## src/rtl/cmp_result_stats.sv

```systemverilog
// cmp_result_stats: per-frame statistics over a stream of compare codes.
// Counts gt/lt/eq/illegal codes and the longest eq run, then reports.
// Ports:
//   clk, rst (sync, active-high)
//   in_valid/in_ready, code[N], in_last : code stream in
//   stat_valid/stat_ready               : summary handshake out
//   gt_cnt, lt_cnt, eq_cnt, eq_run_max, err_cnt [CNT_W] : summary
// Define CMP_STATS_ILLEGAL_EN to count illegal codes in err_cnt.
// Otherwise err_cnt is 0 and illegal beats are dropped.
module cmp_result_stats #(
  parameter int N     = 4,
  parameter int CNT_W = 8
) (
  input  logic             clk,
  input  logic             rst,
  input  logic             in_valid,
  output logic             in_ready,
  input  logic [N-1:0]     code,
  input  logic             in_last,
  output logic             stat_valid,
  input  logic             stat_ready,
  output logic [CNT_W-1:0] gt_cnt,
  output logic [CNT_W-1:0] lt_cnt,
  output logic [CNT_W-1:0] eq_cnt,
  output logic [CNT_W-1:0] eq_run_max,
  output logic [CNT_W-1:0] err_cnt
);

  typedef enum logic {ACCUM, REPORT} state_t;

  localparam logic [CNT_W-1:0] MAXV = '1;
  localparam logic [N-1:0]     C_GT = N'(1);
  localparam logic [N-1:0]     C_LT = '1;
  localparam logic [N-1:0]     C_EQ = '0;

  state_t state_q, state_d;

  logic [CNT_W-1:0] gt_q, lt_q, eq_q;
  logic [CNT_W-1:0] run_q, max_q, run_inc;
  logic             acc, done;
  logic             is_gt, is_lt, is_eq;

  function automatic logic [CNT_W-1:0] sat_inc(
    input logic [CNT_W-1:0] v
  );
    return (v == MAXV) ? v : v + CNT_W'(1);
  endfunction

  assign acc = in_valid && in_ready;
  assign done = stat_valid && stat_ready;

  // For N=1, gt and lt share an encoding; gt wins.
  assign is_gt = (code == C_GT);
  assign is_lt = (code == C_LT) && !is_gt;
  assign is_eq = (code == C_EQ);

  assign run_inc = sat_inc(run_q);

  always_ff @(posedge clk) begin
    if (rst) state_q <= ACCUM;
    else     state_q <= state_d;
  end

  always_comb begin
    state_d    = state_q;
    in_ready   = 1'b0;
    stat_valid = 1'b0;
    unique case (state_q)
      ACCUM: begin
        in_ready = 1'b1;
        if (in_valid && in_last)
          state_d = REPORT;
      end
      REPORT: begin
        stat_valid = 1'b1;
        if (stat_ready)
          state_d = ACCUM;
      end
      default: state_d = ACCUM;
    endcase
  end

`ifdef CMP_STATS_ILLEGAL_EN
  logic [CNT_W-1:0] err_q;
  assign err_cnt = err_q;
`else
  assign err_cnt = '0;
`endif

  always_ff @(posedge clk) begin
    if (rst || done) begin
      gt_q  <= '0;
      lt_q  <= '0;
      eq_q  <= '0;
      run_q <= '0;
      max_q <= '0;
`ifdef CMP_STATS_ILLEGAL_EN
      err_q <= '0;
`endif
    end else if (acc) begin
      unique case (1'b1)
        is_gt: begin
          gt_q  <= sat_inc(gt_q);
          run_q <= '0;
        end
        is_lt: begin
          lt_q  <= sat_inc(lt_q);
          run_q <= '0;
        end
        is_eq: begin
          eq_q  <= sat_inc(eq_q);
          run_q <= run_inc;
          if (run_inc > max_q)
            max_q <= run_inc;
        end
        default: begin
`ifdef CMP_STATS_ILLEGAL_EN
          err_q <= sat_inc(err_q);
          run_q <= '0;
`endif
        end
      endcase
    end
  end

  assign gt_cnt     = gt_q;
  assign lt_cnt     = lt_q;
  assign eq_cnt     = eq_q;
  assign eq_run_max = max_q;

endmodule

```

## config.mk

```make
export PLATFORM = sky130hd
export DESIGN_NAME = cmp_result_stats
export DESIGN_NICKNAME = d
export VERILOG_FILES = /design/src/rtl/cmp_result_stats.sv
export SDC_FILE = /design/constraint.sdc
export NUM_CORES = 1
export LEC_CHECK = 0
export BUFFER_PORTS_ARGS = -buffer_cell sky130_fd_sc_hd__buf_2
export CAP_MARGIN = 25
export CORE_AREA = 2 2 71 73
export DETAILED_ROUTE_END_ITERATION = 12
export DIE_AREA = 0 0 73 75
export PLACE_DENSITY_LB_ADDON = 0.12
export SLEW_MARGIN = 15
export SYNTH_ARGS = -nofsm -noshare
export SYNTH_HDL_FRONTEND = slang
export SYNTH_SLANG_ARGS = --single-unit
export TNS_END_PERCENT = 10
```

## constraint.sdc

```tcl
create_clock -name clk -period 3.7 [get_ports clk]
set_input_delay 0.555 -clock clk [delete_from_list [all_inputs] [get_ports clk]]
set_output_delay 0.555 -clock clk [all_outputs]
set_load 0.005 [all_outputs]
```

==> report_table.html <==
<table>
<tr><th>Metric</th><th>Value</th></tr>
<tr><th colspan="2">GRT</th></tr>
<tr><td>Global-route usage over all layers</td><td>17.66%</td></tr>
<tr><td>First-pass GRT wire length</td><td>7.583 mm</td></tr>
<tr><td>Final global-route overflow total</td><td>0</td></tr>
<tr><td>Initial antenna violation count</td><td>0</td></tr>
<tr><td>Maximum number of pins on one net before global-route repair</td><td>22</td></tr>
<tr><td>Via count of the first global-routing pass</td><td>1,681</td></tr>
<tr><th colspan="2">Logic synthesis</th></tr>
<tr><td>EDFF count, synth</td><td>0</td></tr>
<tr><td>Number of library cell types mapped by synthesis</td><td>52</td></tr>
<tr><td>Leading register cell type out of synthesis</td><td>sky130_fd_sc_hd__dfxtp_1</td></tr>
<tr><td>Number of warnings issued by yosys</td><td>0</td></tr>
<tr><td>Post-synthesis cell count</td><td>259</td></tr>
<tr><td>Post-synth design cell area</td><td>2260 µm²</td></tr>
<tr><td>Async set-or-reset flop fraction in the synthesized netlist</td><td>0%</td></tr>
<tr><td>Mean Syn Cell Area</td><td>8.725 µm²</td></tr>
<tr><td>Total of flip-flops plus latches after synthesis</td><td>41</td></tr>
<tr><td>Most frequently used cell type in the post-synthesis netlist</td><td>sky130_fd_sc_hd__dfxtp_1</td></tr>
<tr><td>Ranking of synthesized cells by instance count</td><td>sky130_fd_sc_hd__dfxtp_1, sky130_fd_sc_hd__nor2_1, sky130_fd_sc_hd__nand2_1</td></tr>
<tr><td>Cell taking the most area after synthesis</td><td>sky130_fd_sc_hd__dfxtp_1</td></tr>
<tr><td>Share of the yosys chip area belonging to registers</td><td>36.32%</td></tr>
<tr><td>Ranking of synthesized cells by area</td><td>sky130_fd_sc_hd__dfxtp_1, sky130_fd_sc_hd__ha_1, sky130_fd_sc_hd__nor2_1</td></tr>
<tr><td>Share of the synthesized area in the top cell type</td><td>36.32%</td></tr>
<tr><th colspan="2">Floorplan</th></tr>
<tr><td>Floorplan core area</td><td>4661 µm²</td></tr>
<tr><td>Row count</td><td>25</td></tr>
<tr><td>Width of the chip</td><td>73 µm</td></tr>
<tr><td>Initial standard-cell utilization of the core</td><td>48.48%</td></tr>
<tr><td>Vertical extent of the die</td><td>75 µm</td></tr>
<tr><td>Die ar.</td><td>5475 µm²</td></tr>
<tr><td>Number of top-level pins</td><td>51</td></tr>
<tr><th colspan="2">CTS</th></tr>
<tr><td>Number of hold buffers added after cts</td><td>0</td></tr>
<tr><td>TritonCTS Sinks</td><td>41</td></tr>
<tr><td>Number of buffers on the longest clock path</td><td>2</td></tr>
<tr><td>Clk slew on worst S/H paths</td><td>0.08 ns</td></tr>
<tr><td>Skew-Pair Late Insertion Delay</td><td>0.28 ns</td></tr>
<tr><td>Inserted Clock Buffers</td><td>5</td></tr>
<tr><td>Clock tree from TritonCTS</td><td>done</td></tr>
<tr><td>Number of resized instances in the post-cts repair step</td><td>0</td></tr>
<tr><td>Number of post-CTS setup repair buffers</td><td>0</td></tr>
<tr><td>Clock root buffer master</td><td>sky130_fd_sc_hd__clkbuf_8</td></tr>
<tr><td>Max H-tree Level</td><td>2</td></tr>
<tr><th colspan="2">Worst setup path</th></tr>
<tr><td>Critical-path maximum fanout</td><td>7</td></tr>
<tr><td>Buffering stage count on the worst path with inverters included</td><td>0</td></tr>
<tr><td>Arrival time worst endpoint</td><td>3.13 ns</td></tr>
<tr><td>Worst flop-to-flop path startpoint</td><td>run_q[0]$_SDFFE_PP0P_</td></tr>
<tr><td>Worst setup EP type</td><td>flip-flop</td></tr>
<tr><td>Cell class contributing the biggest share of worst-path delay</td><td>simple AND/OR/NAND/NOR gates</td></tr>
<tr><td>Worst Setup SP</td><td>run_q[0]$_SDFFE_PP0P_</td></tr>
<tr><td>CP Launch Type</td><td>flip-flop</td></tr>
<tr><td>Slowest cell on the critical path</td><td>sky130_fd_sc_hd__dfxtp_1</td></tr>
<tr><td>Critical-path cell list</td><td>ha_1, and4_4, nand4_4, a21oi_1, ha_1, a211o_1, a21oi_1, and3_1, nor2_4, mux2_2</td></tr>
<tr><td>CP Data Required Time</td><td>3.88 ns</td></tr>
<tr><td>Critical Setup Path Class</td><td>flip-flop to flip-flop</td></tr>
<tr><td>Critical path's largest stage delay</td><td>0.42 ns</td></tr>
<tr><th colspan="2">STA</th></tr>
<tr><td>Worst-Margin Slew</td><td>0.9032 ns</td></tr>
<tr><td>Clock period minus final worst setup slack</td><td>2.952 ns</td></tr>
<tr><td>Final Max Slew Viols</td><td>0</td></tr>
<tr><td>Worst slew margin</td><td>39.32%</td></tr>
<tr><td>Highest Clock Rate</td><td>338.8 MHz</td></tr>
<tr><td>Final clock period utilization by the worst path</td><td>79.77%</td></tr>
<tr><td>Worst Clk Skew</td><td>0.005762 ns</td></tr>
<tr><td>Count of final hold-check violations</td><td>0</td></tr>
<tr><td>Setup violators final</td><td>0</td></tr>
<tr><td>RSZ-0062 raised after global routing</td><td>no</td></tr>
<tr><td>Worst-case setup margin in the final layout</td><td>0.7484 ns</td></tr>
<tr><td>Final sum of negative setup slack</td><td>0 ns</td></tr>
<tr><td>Min Hold Slack</td><td>0.4755 ns</td></tr>
<tr><th colspan="2">Drt</th></tr>
<tr><td>Via count</td><td>1,976</td></tr>
<tr><td>Remaining antenna violation count</td><td>0</td></tr>
<tr><td>Total iterations of the first detailed-routing run</td><td>4</td></tr>
<tr><td>Routed wirelength normalized by instance count</td><td>13.26 µm</td></tr>
<tr><td>Post-route DRC</td><td>0</td></tr>
<tr><td>Total wirelength of the detailed-routed design</td><td>4.746 mm</td></tr>
<tr><td>Post-detailed-route via-to-cell ratio</td><td>5.520</td></tr>
<tr><td>Number of design-rule violations left by the first detailed-router iteration</td><td>120</td></tr>
<tr><th colspan="2">Placed design</th></tr>
<tr><td>Post-placement setup slack</td><td>0.7742 ns</td></tr>
<tr><td>Final weighted congestion in routability-driven placement</td><td>0.7909</td></tr>
<tr><td>PortBufs</td><td>42</td></tr>
<tr><td>Placed wire-length estimate after detailed placement</td><td>3.460 mm</td></tr>
<tr><th colspan="2">Pwr</th></tr>
<tr><td>Static Leakage</td><td>1.176 nW</td></tr>
<tr><td>Peak supply drop</td><td>0.1959 mV</td></tr>
<tr><td>Power per unit of standard cell area</td><td>328.4 nW/µm²</td></tr>
<tr><th colspan="2">Final layout</th></tr>
<tr><td>Fraction of layout instances using a drive strength above 1</td><td>20.72%</td></tr>
<tr><td>Number of nets in the layout</td><td>324</td></tr>
<tr><td>Number of diodes added for antenna fixing</td><td>0</td></tr>
<tr><td>Signed area change from the synthesized netlist to the final layout</td><td>15.56%</td></tr>
<tr><th colspan="2">Status</th></tr>
<tr><td>Result of the run</td><td>complete, no violations</td></tr>
<tr><th colspan="2">Job</th></tr>
<tr><td>Max Cap Violations</td><td>0</td></tr>
<tr><th colspan="2">Min path</th></tr>
<tr><td>Start point of the worst hold path</td><td>eq_run_max[4]$_SDFFE_PP0P_</td></tr>
<tr><td>Worst hold path class</td><td>flip-flop to flip-flop</td></tr>
</table>
==> placed cells by master (no fill, tap or decap), types with 2 or more instances in the layout <==
master,count
sky130_fd_sc_hd__xor2_1,7
sky130_fd_sc_hd__and4_4,2
sky130_fd_sc_hd__o41ai_1,2
sky130_fd_sc_hd__conb_1,8
sky130_fd_sc_hd__nand4_1,8
sky130_fd_sc_hd__nand3_1,10
sky130_fd_sc_hd__xnor2_1,8
sky130_fd_sc_hd__nor2_1,34
sky130_fd_sc_hd__or4_1,3
sky130_fd_sc_hd__a211oi_1,2
sky130_fd_sc_hd__and2_1,2
sky130_fd_sc_hd__ha_1,12
sky130_fd_sc_hd__nor3_1,2
sky130_fd_sc_hd__a22oi_1,5
sky130_fd_sc_hd__o211a_1,2
sky130_fd_sc_hd__nor2b_1,2
sky130_fd_sc_hd__a41o_1,3
sky130_fd_sc_hd__mux2_4,2
sky130_fd_sc_hd__buf_4,2
sky130_fd_sc_hd__buf_2,42
sky130_fd_sc_hd__a31oi_1,4
sky130_fd_sc_hd__o21ai_0,3
sky130_fd_sc_hd__inv_1,14
sky130_fd_sc_hd__and3_1,6
sky130_fd_sc_hd__clkbuf_8,6
sky130_fd_sc_hd__o211ai_1,2
sky130_fd_sc_hd__a21oi_1,14
sky130_fd_sc_hd__or3_1,4
sky130_fd_sc_hd__o21a_1,2
sky130_fd_sc_hd__a211o_1,2
sky130_fd_sc_hd__nand2_1,17
sky130_fd_sc_hd__mux2i_1,7
sky130_fd_sc_hd__and3_2,2
sky130_fd_sc_hd__and4_1,3
sky130_fd_sc_hd__dfxtp_1,41
==> cell families after synthesis <==
logic type | share of synthesized area [%]
AND/OR/NAND/NOR | 24.14
buffers and inverters | 6.035
other | 0.1660
adder cells (fa/ha/maj) | 6.644
multiplexers | 4.928
AO/OA/AOI/OAI | 15.95
XOR/XNOR | 5.814
flip-flops | 36.32
==> worst min-delay path, stage by stage, from the launching register on <==
cell                      delay, ns
sky130_fd_sc_hd__dfxtp_1       0.32
sky130_fd_sc_hd__nand2_1       0.06
sky130_fd_sc_hd__mux2i_1       0.05
==> flip-flops by register name, indices dropped and copies added (netlist names) <==
name / flops
eq_cnt: 8
eq_run_max: 8
gt_cnt: 8
lt_cnt: 8
run_q: 8
state_q: 1
==> cell type report <==
type	instances	area, µm²
clock buffer	7	86.33
tap	54	67.56
fill	428	2049
sequential	41	820.8
clock inverter	1	30.03
timing repair buffer	44	225.2
inverter	14	52.55
multi-input combinational	197	1329
==> path summary, 6_finish.rpt <==
kind | to | slack, ns | depth (start not counted)
worst max register to register | eq_run_max[2]$_SDFFE_PP0P_ | 0.75 | 10
worst min-delay path | eq_run_max[4]$_SDFFE_PP0P_ | 0.48 | 2
worst max-delay path | eq_run_max[2]$_SDFFE_PP0P_ | 0.75 | 10
worst min register to register | eq_run_max[4]$_SDFFE_PP0P_ | 0.48 | 2
==> stage by stage <==
stage	utilization [%]	std cells	instance area [µm²]	total power, mW
floorplan	-	266	2286	0.4878
global placement	53.53	350	2495	0.4986
detailed placement	53.53	350	2495	0.4993
CTS	56.03	358	2611	0.8728
global route	56.03	358	2611	0.8920
finish	56.03	358	2611	0.8574
==> power by group <==
group	total (mW)	switching, mW	internal, mW
Sequential	0.446	0.00273	0.443
Combinational	0.0427	0.0284	0.0144
Clock	0.369	0.149	0.220
Total	0.857	0.180	0.677
==> routing by layer <==
layer	part of all wire (%)	wire (µm)	GRT usage, %
met1	48	2298	23.17
met2	47	2212	28.93
met3	4.2	198	4.016
met4	0.78	37	5.761
met5	0	0	0
Note: power is estimated with default switching activity, not from simulation.
